--- src/rtl/fetch_inject_ctrl_pkg.sv ---
// fetch_inject_ctrl_pkg
//   Shared fetch-stage definitions: the injection sequencer state encoding,
//   the default bubble/trap words and the sequence counter width.
package fetch_inject_ctrl_pkg;

    typedef enum logic [1:0] {
        IDLE  = 2'd0,
        STALL = 2'd1,
        FLUSH = 2'd2,
        TRAP  = 2'd3
    } fetch_state_e;

    localparam logic [31:0] NOP_WORD_DEF  = 32'h0000_0000;
    localparam logic [31:0] TRAP_WORD_DEF = 32'hF000_0000;
    localparam int          CNT_W         = 4;

endpackage

--- src/rtl/fetch_inject_ctrl.sv ---
// fetch_inject_ctrl
//   Owns the select line and substitute word of the fetch-stage instruction
//   mux. Arbitrates hazard-unit stall / flush / interrupt requests and injects
//   NOP bubbles or a trap word for a fixed number of cycles, holding the PC
//   where the hazard requires it.
//
// Handshake: stall_req/flush_req are levels sampled every rising edge.
//   irq_req is a level held until irq_ack; irq_ack is high for the single
//   TRAP cycle in which the trap word is actually issued, and the requester
//   drops irq_req on the following edge.
//
// Ports
//   clk          clock, all state on rising edge
//   rst          synchronous active-high reset
//   stall_req    load-use hazard: hold PC and bubble
//   flush_req    taken branch/jump: discard wrong-path words
//   irq_req      interrupt request, held until irq_ack
//   sel          mux select, 1 = injected word, 0 = memory word
//   inject_word  word presented to the mux hazard input
//   pc_hold      freeze fetch PC this cycle
//   irq_ack      trap word issued this cycle
//   busy         a sequence is in progress
module fetch_inject_ctrl
    import fetch_inject_ctrl_pkg::*;
#(
    parameter logic [31:0] NOP_WORD     = NOP_WORD_DEF,
    parameter logic [31:0] TRAP_WORD    = TRAP_WORD_DEF,
    parameter int          STALL_CYCLES = 1,
    parameter int          FLUSH_CYCLES = 2
) (
    input  logic        clk,
    input  logic        rst,
    input  logic        stall_req,
    input  logic        flush_req,
    input  logic        irq_req,
    output logic        sel,
    output logic [31:0] inject_word,
    output logic        pc_hold,
    output logic        irq_ack,
    output logic        busy
);

    if (STALL_CYCLES < 1 || STALL_CYCLES > 15) begin : g_bad_stall
        $error("fetch_inject_ctrl: STALL_CYCLES must be in 1..15");
    end
    if (FLUSH_CYCLES < 1 || FLUSH_CYCLES > 15) begin : g_bad_flush
        $error("fetch_inject_ctrl: FLUSH_CYCLES must be in 1..15");
    end

    localparam logic [CNT_W-1:0] STALL_LD = CNT_W'(STALL_CYCLES);
    localparam logic [CNT_W-1:0] FLUSH_LD = CNT_W'(FLUSH_CYCLES);
    localparam logic [CNT_W-1:0] ONE      = CNT_W'(1);

    fetch_state_e     state_q, state_d;
    logic [CNT_W-1:0] cnt_q, cnt_d;
    logic             arb_pt;

    always_ff @(posedge clk) begin
        if (rst) begin
            state_q <= IDLE;
            cnt_q   <= '0;
        end else begin
            state_q <= state_d;
            cnt_q   <= cnt_d;
        end
    end

    always_comb begin
        state_d = state_q;
        cnt_d   = cnt_q;
        // TRAP always lasts one cycle, so it is always an arbitration point.
        arb_pt  = (state_q == IDLE) || (state_q == TRAP) || (cnt_q == ONE);

        // A flush preempts a stall at any time; in TRAP it is caught by arb_pt.
        // A stall seen mid-FLUSH belongs to a discarded instruction: ignored.
        if (arb_pt || (state_q == STALL && flush_req)) begin
            if (flush_req) begin
                state_d = FLUSH;
                cnt_d   = FLUSH_LD;
            end else if (irq_req) begin
                state_d = TRAP;
                cnt_d   = ONE;
            end else if (stall_req) begin
                state_d = STALL;
                cnt_d   = STALL_LD;
            end else begin
                state_d = IDLE;
                cnt_d   = '0;
            end
        end else begin
            cnt_d = cnt_q - ONE;
        end
    end

    always_comb begin
        sel         = 1'b0;
        inject_word = NOP_WORD;
        pc_hold     = 1'b0;
        irq_ack     = 1'b0;
        busy        = 1'b0;
        case (state_q)
            STALL: begin
                sel     = 1'b1;
                pc_hold = 1'b1;
                busy    = 1'b1;
            end
            FLUSH: begin
                sel  = 1'b1;
                busy = 1'b1;
            end
            TRAP: begin
                sel         = 1'b1;
                inject_word = TRAP_WORD;
                pc_hold     = 1'b1;
                busy        = 1'b1;
                // A trap word overtaken by a flush is discarded, so it is not
                // acknowledged and the interrupt stays pending.
                irq_ack     = ~flush_req;
            end
            default: ;
        endcase
    end

endmodule

--- config.mk ---
export PLATFORM = sky130hd
export DESIGN_NAME = fetch_inject_ctrl
export DESIGN_NICKNAME = d
export VERILOG_FILES = /design/src/rtl/fetch_inject_ctrl_pkg.sv /design/src/rtl/fetch_inject_ctrl.sv
export SDC_FILE = /design/constraint.sdc
export NUM_CORES = 1
export LEC_CHECK = 0
export CAP_MARGIN = 20
export CORE_AREA = 2 2 44 46
export DETAILED_ROUTE_END_ITERATION = 10
export DIE_AREA = 0 0 46 48
export HOLD_SLACK_MARGIN = 0.08
export PLACE_DENSITY_LB_ADDON = 0.08
export SLEW_MARGIN = 40
export SYNTH_ARGS = -nofsm -noshare
export SYNTH_HDL_FRONTEND = slang
export SYNTH_SLANG_ARGS = --single-unit
--- constraint.sdc ---
create_clock -name clk -period 2.3 [get_ports clk]
set_input_delay 0.345 -clock clk [delete_from_list [all_inputs] [get_ports clk]]
set_output_delay 0.345 -clock clk [all_outputs]
set_load 0.005 [all_outputs]
# --- Word level (Yosys, flattened, before mapping) ---
# Cells that the tools add are included.
word_totals:
  register_bits: 6
  input_bits: 5
  out_inout_bits: 36
  wordCells: 26
classes:
  add_sub_neg: 1
  eq_ne: 4
  mux: 11
  bitwise: 1
  reduce_logical: 7
ops:
  columns: ["op", "count"]
  rows:
  - ["$mux W32", 1]
  - ["$mux W1", 6]
  - ["$mux W2", 3]
  - ["$eq A2 B2 Y1 const B", 2]
  - ["$eq A4 B1 Y1 const B", 1]
  - ["$mux W4", 1]
  - ["$sub A4 B1 Y4 const B", 1]
  - ["$logic_or A1 B1 Y1", 3]
  - ["$reduce_or A3 Y1", 1]
  - ["$eq A2 B1 Y1 const B", 1]
  - ["$logic_not A2 Y1", 1]
  - ["$reduce_or A2 Y1", 1]
  - ["$logic_and A1 B1 Y1", 1]
  - ["$not A1 Y1", 1]

# --- Depth between registers and ports, before layout ---
# Gate-level depths: netlist of run 1.
logic_depth:
  ltp_word: 5
  ltp_mapped: 5
  depth_no_buf: 5

# --- Worst setup path before layout of run 1 ---
# No wires, ideal clock.
synth_timing:
  path_kind: "reg-to-reg"
  startpoint: "register cnt_q[0]"
  endpoint: "register cnt_q[0]"
  setup_ns: 0.121
  arrival_ns: 1.291
  t_required_ns: 2.179
  setup_slack_ns: 0.888
  path_stages_with_launch: 5
  path_buffers: 0
  period_less_slack_ns: 1.412
  path_cell_list: "dfxtp_1 > ha_1 > or3b_4 > and3_4 > mux2_2"
synth_between:
  elab_chain_len: 4
  elab_cells_between_ends: 5
  classes_between: "1 x add/sub; 1 x eq/ne; 1 x mux; 2 x reduce/logical"
synth_lines:
  columns: ["element", "line", "rtl"]
  rows:
  - ["start: declaration", "fetch_inject_ctrl.sv:55", "logic [CNT_W-1:0] cnt_q, cnt_d;"]
  - ["start signal: assignment", "fetch_inject_ctrl.sv:64", "cnt_q <= cnt_d;"]
  - ["parallel branches: the longest is 3 deep, another holds $sub A4 B1 Y4", null, null]
  - ["$mux W4 (*)", "fetch_inject_ctrl.sv:76", "if (arb_pt || (state_q == STALL && flush_req)) begin"]
# Every way passes the cells marked *.
# A chain may end at the register's enable or synchronous reset.

# --- Worst setup path in the final report of run 1 ---
layout_timing:
  startpoint: "register state_q[1]"
  endpoint: "output port pc_hold"
layout_between:
  elab_chain_len: 3
  elab_cells_between_ends: 4
  classes_between: "2 x eq/ne; 1 x mux; 1 x reduce/logical"
layout_lines:
  columns: ["element", "line", "rtl"]
  rows:
  - ["start: declaration", "fetch_inject_ctrl.sv:54", "fetch_state_e state_q, state_d;"]
  - ["start signal: assignment", "fetch_inject_ctrl.sv:63", "state_q <= state_d;"]
  - ["$eq A2 B2 Y1 or $eq A2 B1 Y1 (tied branches)", "fetch_inject_ctrl.sv:101", "case (state_q)"]
  - ["$reduce_or A2 Y1 (no line) (*)", null, null]
  - ["$mux W1 (*)", "fetch_inject_ctrl.sv:101", null]
  - ["end: declaration", "fetch_inject_ctrl.sv:38", "output logic pc_hold,"]
# Mark *: on every way between the ends. The rest lies on a longest branch, timed or not.

==> results of run 1 <==
==> critical path, stage by stage (launching register included) <==
cell	delay [ps]
dfxtp_1	320
inv_1	70
ha_1	190
or2_2	290
clkdlybuf4s50_1	450
==> where the power goes <==
| part | switching (uW) | total, uW | internal [uW] |
|---|---|---|---|
| Combinational | 109 | 267 | 157 |
| Sequential | 24.0 | 162 | 138 |
| Clock | 36.7 | 95.7 | 58.9 |
==> metal layers <==
metal  GRT usage  vias to the layer above  share of wire
li1            -                      184              -
met1     0.07589                      154           0.42
met2      0.1306                       30           0.43
met3     0.02264                        0           0.15
met4     0.06857                        0              0
met5           0                        -              0
==> registers in the layout, summed over array words and instances, names as in the netlist <==
name	flops
state_q	2
cnt_q	4
==> final cells by class <==
type	count	area, um^2	share of cell area
Clock buffer	3	22.52	0.03607
Inverter	5	18.77	0.03006
Multi-Input combinational cell	55	321.6	0.5150
Sequential cell	6	120.1	0.1924
Tap cell	17	21.27	0.03407
Timing Repair Buffer	12	120.1	0.1924
==> kinds of logic after synthesis <==
logic type	after synthesis	synth area share
buf+inv	38	0.4357
flops	6	0.1992
simple gates	15	0.1452
compound gates	2	0.02489
fa+ha+maj	5	0.1037
xor+xnor	2	0.02905
other cells	1	0.006218
mux	3	0.05601
==> Yosys cell counts <==
library cell and count:
ha_1 5, conb_1 1, nor2_1 4, buf_4 32, nor2b_1 1, and2b_2 1, or3b_4 1, buf_1 1
nand3_1 1, inv_1 5, or2_2 1, a211oi_1 2, xnor2_1 2, and3_4 1, dfxtp_1 6, nor3_1 4
nand2_1 1, mux2_2 3
==> metrics by stage <==
stage | power [uW] | instance area, um^2 | utilization
4_1_cts | 535.4 | 624.3 | 0.3696
3_5_place_dp | 435.3 | 601.8 | 0.3563
3_3_place_gp | 437.4 | 601.8 | 0.3563
2_1_floorplan | 397.8 | 704.4 | -
6_report | 524.7 | 624.3 | 0.3696
5_1_grt | 577.5 | 624.3 | 0.3696
==> worst max-delay path by stage <==
stage	cells past startpoint	end
after floorplan	4	cnt_q[0]
after global placement	3	irq_ack
after detailed placement	3	irq_ack
after CTS	4	pc_hold
after global routing	4	pc_hold
final	4	pc_hold
==> cells in the final DEF (no fill, tap or decap) <==
cell type | Yosys | routed
nor3_1 | 4 | 4
conb_1 | 1 | 28
nor2b_1 | 1 | 1
and2b_2 | 1 | 1
nand2_1 | 1 | 1
inv_1 | 5 | 5
dfxtp_1 | 6 | 6
mux2_2 | 3 | 3
or3b_4 | 1 | 1
ha_1 | 5 | 5
nand3_1 | 1 | 1
a211oi_1 | 2 | 2
clkbuf_4 | 0 | 3
or2_2 | 1 | 1
clkdlybuf4s50_1 | 0 | 12
nor2_1 | 4 | 4
xnor2_1 | 2 | 2
and3_4 | 1 | 1
==> flow_summary.ini, run 1 <==
[outcome]
outcome = complete, no violations

[sta]
period_share = 0.8290
setup_tns_ps = 0
max_freq_ghz = 0.5244
setup_viol = 0
slew_violations = 0
skew_ps = 0.1467
hold_viol_final = 0
rsz0062_at_grt = false
fin_crit_ps = 1907
holdWs_ps = 522.6
layout_setup_ws_ps = 393.2

[worst_setup_path]
required_ps = 1960
startpoint_type = register
worstRegToRegCells = 4
r2r-start = cnt_q[0]
crit_type = reg2out
endpoint_kind = output port
r2r_setup_slack_ps = 820
cp_max_fo = 3
r2r_end = state_q[0]
crit_path_start = state_q[1]
arrival_ps = 1560

[synth]
ys.warnings.count = 0
synth_top_area_share = 0.3983
syn_inst = 72
synth.area.top_cells = buf_4 40%, dfxtp_1 20%, ha_1 10%
synth_cell_types = 18
yosysSeqAreaShare = 0.1992
synth-seq-cells = 6
yosys.area.top_type = buf_4
syn_area_um2 = 603.1
syn_avg_cell_area_um2 = 8.376

[clock_tree]
htree_levels = 1
cts.clk_slew.worst_paths_ps = 40
cts_root_buffer = clkbuf_4
ctsHoldBuffers = 0
cts_setup_buffers = 0
insertion_delay_ps = 240
cts_resized = 0
cts_buffer_depth = 2
cts_sinks = 6
cts_tree = built
cts_buffers = 3

[placed_design]
hpwl_um = 664.4
port_buffers = 12
place.gp.congestion = 0.6713
pre_cts_ws_ps = 476.2
dpl.cell_count = 95

[pwr]
leakagePower_uw = 0.0003102
peakVddDrop_mv = 0.2759
p_per_area_nw_per_um2 = 840.3

[die]
initial_core_util = 0.3570
die_area_um2 = 2208
row_count = 15
coreArea_um2 = 1689
die_y_um = 48
io_pins = 41
die_width_um = 46

[hold_path]
hold-path-endpoint = state_q[1]
worstHoldStart = state_q[1]
hold_path_depth = 2
hp-class = reg2reg

[route]
drc = 0
drtAntennaViolNets = 0
drtIter0Drc = 0
via_count = 368
totalWireLength_um = 758
dr.pass1.iters = 1
wl_per_cell_um = 7.735
vias_per_cell = 3.755

[grt]
grtUsageTotal = 0.07686
overflow = 0
antenna_found_initial = 0
grt_max_degree = 9
grt_pass1_vias = 309
grt_pass1_wl_um = 1173

[job]
max_cap_viol_count = 0

[final_layout]
fin_cells = 98
syn_to_final_growth_pct = 3.527
nets = 93
antenna_cells = 0
post_route_cells_drive_above_1_share = 0.1235
fill_cells = 183
No activity file was read; power rests on OpenSTA's default activity.
==> run 2, diff against run 1 <==
--- a/config.mk
+++ b/config.mk
@@ -6,9 +6,9 @@
 export NUM_CORES = 1
 export LEC_CHECK = 0
 export CAP_MARGIN = 20
-export CORE_AREA = 2 2 44 46
+export CORE_AREA = 2 2 48 50
 export DETAILED_ROUTE_END_ITERATION = 10
-export DIE_AREA = 0 0 46 48
+export DIE_AREA = 0 0 50 52
 export HOLD_SLACK_MARGIN = 0.08
 export PLACE_DENSITY_LB_ADDON = 0.08
 export SLEW_MARGIN = 40
==> constraint.sdc (replaced) <==
create_clock -name clk -period 1.72 [get_ports clk]
set_input_delay 0.258 -clock clk [delete_from_list [all_inputs] [get_ports clk]]
set_output_delay 0.258 -clock clk [all_outputs]
set_load 0.005 [all_outputs]
==> run 2 against run 1 <==
Clock skew up 0.68 ps. First-iteration DRC count up 4. Largest cell class unchanged. Design area up 7.2%. Final cell count up 13%. Hold slack better by 0.57 ps. Clock power up 42%. Power up 39%. Sequential share of layout area down 0.55 points. Die area up 18%. Combinational power up 37%. Via count up 1.4%. Critical endpoint unchanged.
==> flow_summary.ini, run 2 (synthesis gave the netlist of run 1 again) <==
[route]
drtIter0Drc = 4
drtAntennaViolNets = 0
totalWireLength_um = 829
drc = 0
dr.pass1.iters = 2
vias_per_cell = 3.360
via_count = 373
wl_per_cell_um = 7.468

[grt]
grt_pass1_wl_um = 1290
antenna_found_initial = 0
grt_pass1_vias = 294
grtUsageTotal = 0.07086
grt_max_degree = 8
overflow = 0

[sta]
layout_setup_ws_ps = 51.55
period_share = 0.9700
holdWs_ps = 523.2
setup_tns_ps = 0
rsz0062_at_grt = true
max_freq_ghz = 0.5994
setup_viol = 0
slew_violations = 0
hold_viol_final = 0
skew_ps = 0.8251
fin_crit_ps = 1668

[placed_design]
hpwl_um = 723.1
pre_cts_ws_ps = 140.8
place.gp.congestion = 0.7205
port_buffers = 12

[worst_setup_path]
critPathMaxStageDelay_ps = 340
cp_max_fo = 3
cpMaxStageDelayCell = dfxtp_2
worstRegToRegCells = 4
cp_cell_sequence = inv_1, ha_1, or2_2, dlygate4sd2_1
arrival_ps = 1410
startpoint_type = register
crit_type = reg2out
endpoint_kind = output port
required_ps = 1460

[die]
die_y_um = 52
die_width_um = 50
io_pins = 41
row_count = 17
coreArea_um2 = 2106
initial_core_util = 0.2864
die_area_um2 = 2600

[clock_tree]
ctsHoldBuffers = 0
cts_root_buffer = clkbuf_4
cts_tree = built
cts_buffer_depth = 2
insertion_delay_ps = 250
htree_levels = 1
cts_buffers = 3
cts.clk_slew.worst_paths_ps = 50
cts_sinks = 6

[hold_path]
hp-class = reg2reg
hold_path_depth = 2

[final_layout]
utilization = 0.3179
final_cell_mix = 28 x conb_1, 11 x clkdlybuf4s50_1, 5 x inv_1
layout_commonest_cell = conb_1
post_route_cells_drive_above_1_share = 0.1807
syn_to_final_growth_pct = 11.00
regArea_um2 = 125.1
nets = 95
reg.largest.list = cnt_q (4), state_q (2)
antenna_cells = 0
fill_cells = 233
regMostFlops = cnt_q
multiInputGateArea_um2 = 334.1
largest_reg_flops = 4

[pwr]
peakVddDrop_mv = 0.3010
total_power_uw = 730.2
leakagePower_uw = 0.0003231
p_per_area_nw_per_um2 = 1091

[outcome]
outcome = complete, no violations

[job]
max_cap_viol_count = 0
run 2: changes by cell type in the layout (fill, tap and decap cells not counted), sizes merged:
cell and delta:
buf +2, dlygate4sd2 +1, clkdlybuf4s50 -1
run 2: where the power goes:
group          switching, uW  internal, uW
sequential              39.1           189
clock                   56.6          79.3
combinational            153           213
total                    249           481
run 2: area by class of cell:
type	instances	share of cell area
clock buffers	3	0.03364
inverters	5	0.02804
multi-input cells	55	0.4991
flip-flops and latches	6	0.1869
well taps	28	0.05234
repair buffers	14	0.2000
run 2: critical path, delay by kind of cell (launching register included):
family	cells	cell delay, ps
simple gates	1	280
fa+ha+maj	1	200
flops	1	340
buf+inv	2	330
run 2: metal layers:
metal  wire (um)  vias to the layer above  GRT usage  part of all wire
met1         333                      154    0.07304              0.40
met4          23                        0    0.08333             0.028
met2         388                       28     0.1031              0.47
met5           0                        -          0                 0
met3          84                        3    0.02586              0.10
li1            -                      188          -                 -
run 2: worst paths after layout:
path / slack (ps) / start / endpoint
min reg2reg: 520 / state_q[1] / state_q[1]
max: 50 / state_q[1] / pc_hold
min: 520 / state_q[1] / state_q[1]
max reg2reg: 220 / cnt_q[0] / cnt_q[1]
run 2: metrics by stage:
| stage | cells | area [um^2] |
|---|---|---|
| floorplan | 99 | 704.4 |
| global placement | 108 | 630.6 |
| detailed placement | 108 | 630.6 |
| CTS | 111 | 666.9 |
| global route | 111 | 669.4 |
| finish | 111 | 669.4 |
run 2: repair_timing:
action	CTS	global route
buffers inserted	0	0
resized for setup	5	1
pin swaps	1	0
endpoints found under the setup margin	2	3
==> run 3, diff against run 2 <==
--- a/config.mk
+++ b/config.mk
@@ -6,12 +6,12 @@
 export NUM_CORES = 1
 export LEC_CHECK = 0
 export CAP_MARGIN = 20
-export CORE_AREA = 2 2 48 50
+export CORE_AREA = 2 2 44 46
 export DETAILED_ROUTE_END_ITERATION = 10
-export DIE_AREA = 0 0 50 52
+export DIE_AREA = 0 0 46 48
 export HOLD_SLACK_MARGIN = 0.08
 export PLACE_DENSITY_LB_ADDON = 0.08
-export SLEW_MARGIN = 40
+export SLEW_MARGIN = 20
 export SYNTH_ARGS = -nofsm -noshare
 export SYNTH_HDL_FRONTEND = slang
 export SYNTH_SLANG_ARGS = --single-unit
==> constraint.sdc (replaced) <==
create_clock -name clk -period 1.97 [get_ports clk]
set_input_delay 0.2955 -clock clk [delete_from_list [all_inputs] [get_ports clk]]
set_output_delay 0.2955 -clock clk [all_outputs]
set_load 0.005 [all_outputs]
==> run 3 against run 2 <==
Clock power is 21% lower. Power down 16%. Flip-flop and latch count stayed put. Critical path depth unchanged. Final cell count fell by 11%. Non-clock buffer count is 1 lower. Design area decreased by 5.6%. Wire length down 10%. Register-to-register slack better by 260 ps. Setup slack gained 60 ps. Global-route usage fell by 0.093 points. Critical path type unchanged. Critical endpoint unchanged. Largest cell class unchanged.
==> flow_summary.ini, run 3 (synthesis gave the netlist of run 1 again) <==
[hold_path]
worstHoldStart = state_q[1]
hp-class = reg2reg
hold-path-endpoint = state_q[1]
hold_path_depth = 2

[placed_design]
pre_cts_ws_ps = 316.4
hpwl_um = 655
port_buffers = 12
place.gp.congestion = 0.7016
dpl.cell_count = 96

[route]
wl_per_cell_um = 7.525
wl_met1_um = 355
via_count = 376
wl_met3_um = 99
route.met2.wl_um = 281
dr.pass1.iters = 2
totalWireLength_um = 745
drc = 0
vias_per_cell = 3.798
drtIter0Drc = 4
drtAntennaViolNets = 0
top_layer_used = met4

[worst_setup_path]
required_ps = 1670
r2r_setup_slack_ps = 480
worstRegToRegCells = 4
startpoint_type = register
r2r-start = cnt_q[0]
crit_type = reg2out
arrival_ps = 1560
r2r_end = state_q[0]
endpoint_kind = output port
crit_path_start = state_q[1]
cp_max_fo = 3

[sta]
layout_setup_ws_ps = 111.4
rsz0062_at_grt = false
skew_ps = 1.313
max_freq_ghz = 0.5381
setup_viol = 0
setup_tns_ps = 0
period_share = 0.9434
hold_viol_final = 0
slew_violations = 0
fin_crit_ps = 1859

[final_layout]
fin_cells = 99
utilization = 0.3741
largest_reg_flops = 4
reg.largest.list = cnt_q (4), state_q (2)
layout_commonest_cell = conb_1
regMostFlops = cnt_q
post_route_cells_drive_above_1_share = 0.1341
nets = 94
syn_to_final_growth_pct = 4.772
antenna_cells = 0
final_cell_mix = 28 x conb_1, 12 x clkdlybuf4s50_1, 6 x dfxtp_1

[grt]
grt_pass1_wl_um = 1000
grt_max_degree = 9
grt_pass1_vias = 262
grtUsageTotal = 0.06993
antenna_found_initial = 0
overflow = 0

[clock_tree]
cts_root_buffer = clkbuf_4
cts_setup_buffers = 0
insertion_delay_ps = 230
cts.clk_slew.worst_paths_ps = 40
cts_sinks = 6
cts_resized = 0
cts_buffers = 3
cts_tree = built
htree_levels = 1
cts_buffer_depth = 2
ctsHoldBuffers = 0

[die]
die_y_um = 48
row_count = 15
die_width_um = 46
io_pins = 41
initial_core_util = 0.3570
coreArea_um2 = 1689
die_area_um2 = 2208

[pwr]
leakagePower_uw = 0.0003150
p_per_area_nw_per_um2 = 973.9
peakVddDrop_mv = 0.4032

[outcome]
outcome = complete, no violations

[job]
max_cap_viol_count = 0
==> run 3: cell count changes in the layout (fill, tap and decap cells not counted), sizes merged <==
cell,before,now
buf,2,1
dlygate4sd2,1,0
clkdlybuf4s50,11,12
==> run 3: metrics by stage <==
stage                     hold slack [ps]  power [uW]  instance area, um^2
final                               526.2       615.4                631.9
after CTS                           534.3       621.7                631.9
after global routing                565.0       669.6                631.9
after global placement              520.8       513.3                609.3
after floorplan                     486.1       464.4                704.4
after detailed placement            523.1       511.9                609.3
==> run 3: report_power, final <==
part	internal [uW]	switching [uW]	total, uW
Sequential	162	28.0	190
Clock	68.6	39.2	108
Combinational	185	132	318
==> run 3: critical path, cell delays in order (launching register included) <==
cell and delay [ps]:
dfxtp_1 320, inv_1 70, ha_1 200, or2_2 300, clkdlybuf4s50_1 440
==> run 3: worst max path at each step <==
stage / endpoint / slack (ps) / cells past startpoint
after floorplan: cnt_q[0] / 560 / 4
after global placement: irq_ack / 310 / 3
after detailed placement: irq_ack / 320 / 3
after CTS: pc_hold / 100 / 4
after global routing: pc_hold / 30 / 4
final: pc_hold / 110 / 4
==> run 3: layer usage <==
metal,global-route usage,vias up
met1,0.08054,156
li1,-,188
met3,0.02264,2
met5,0,-
met4,0.06857,0
met2,0.1000,30
==> run 3: layout make-up <==
cell class                      count  area (um^2)
Clock buffer                        3        22.52
Fill cell                         188         1057
Inverter                            5        18.77
Multi-Input combinational cell     55        321.6
Sequential cell                     6        120.1
Tap cell                           17        21.27
Timing Repair Buffer               13        127.6
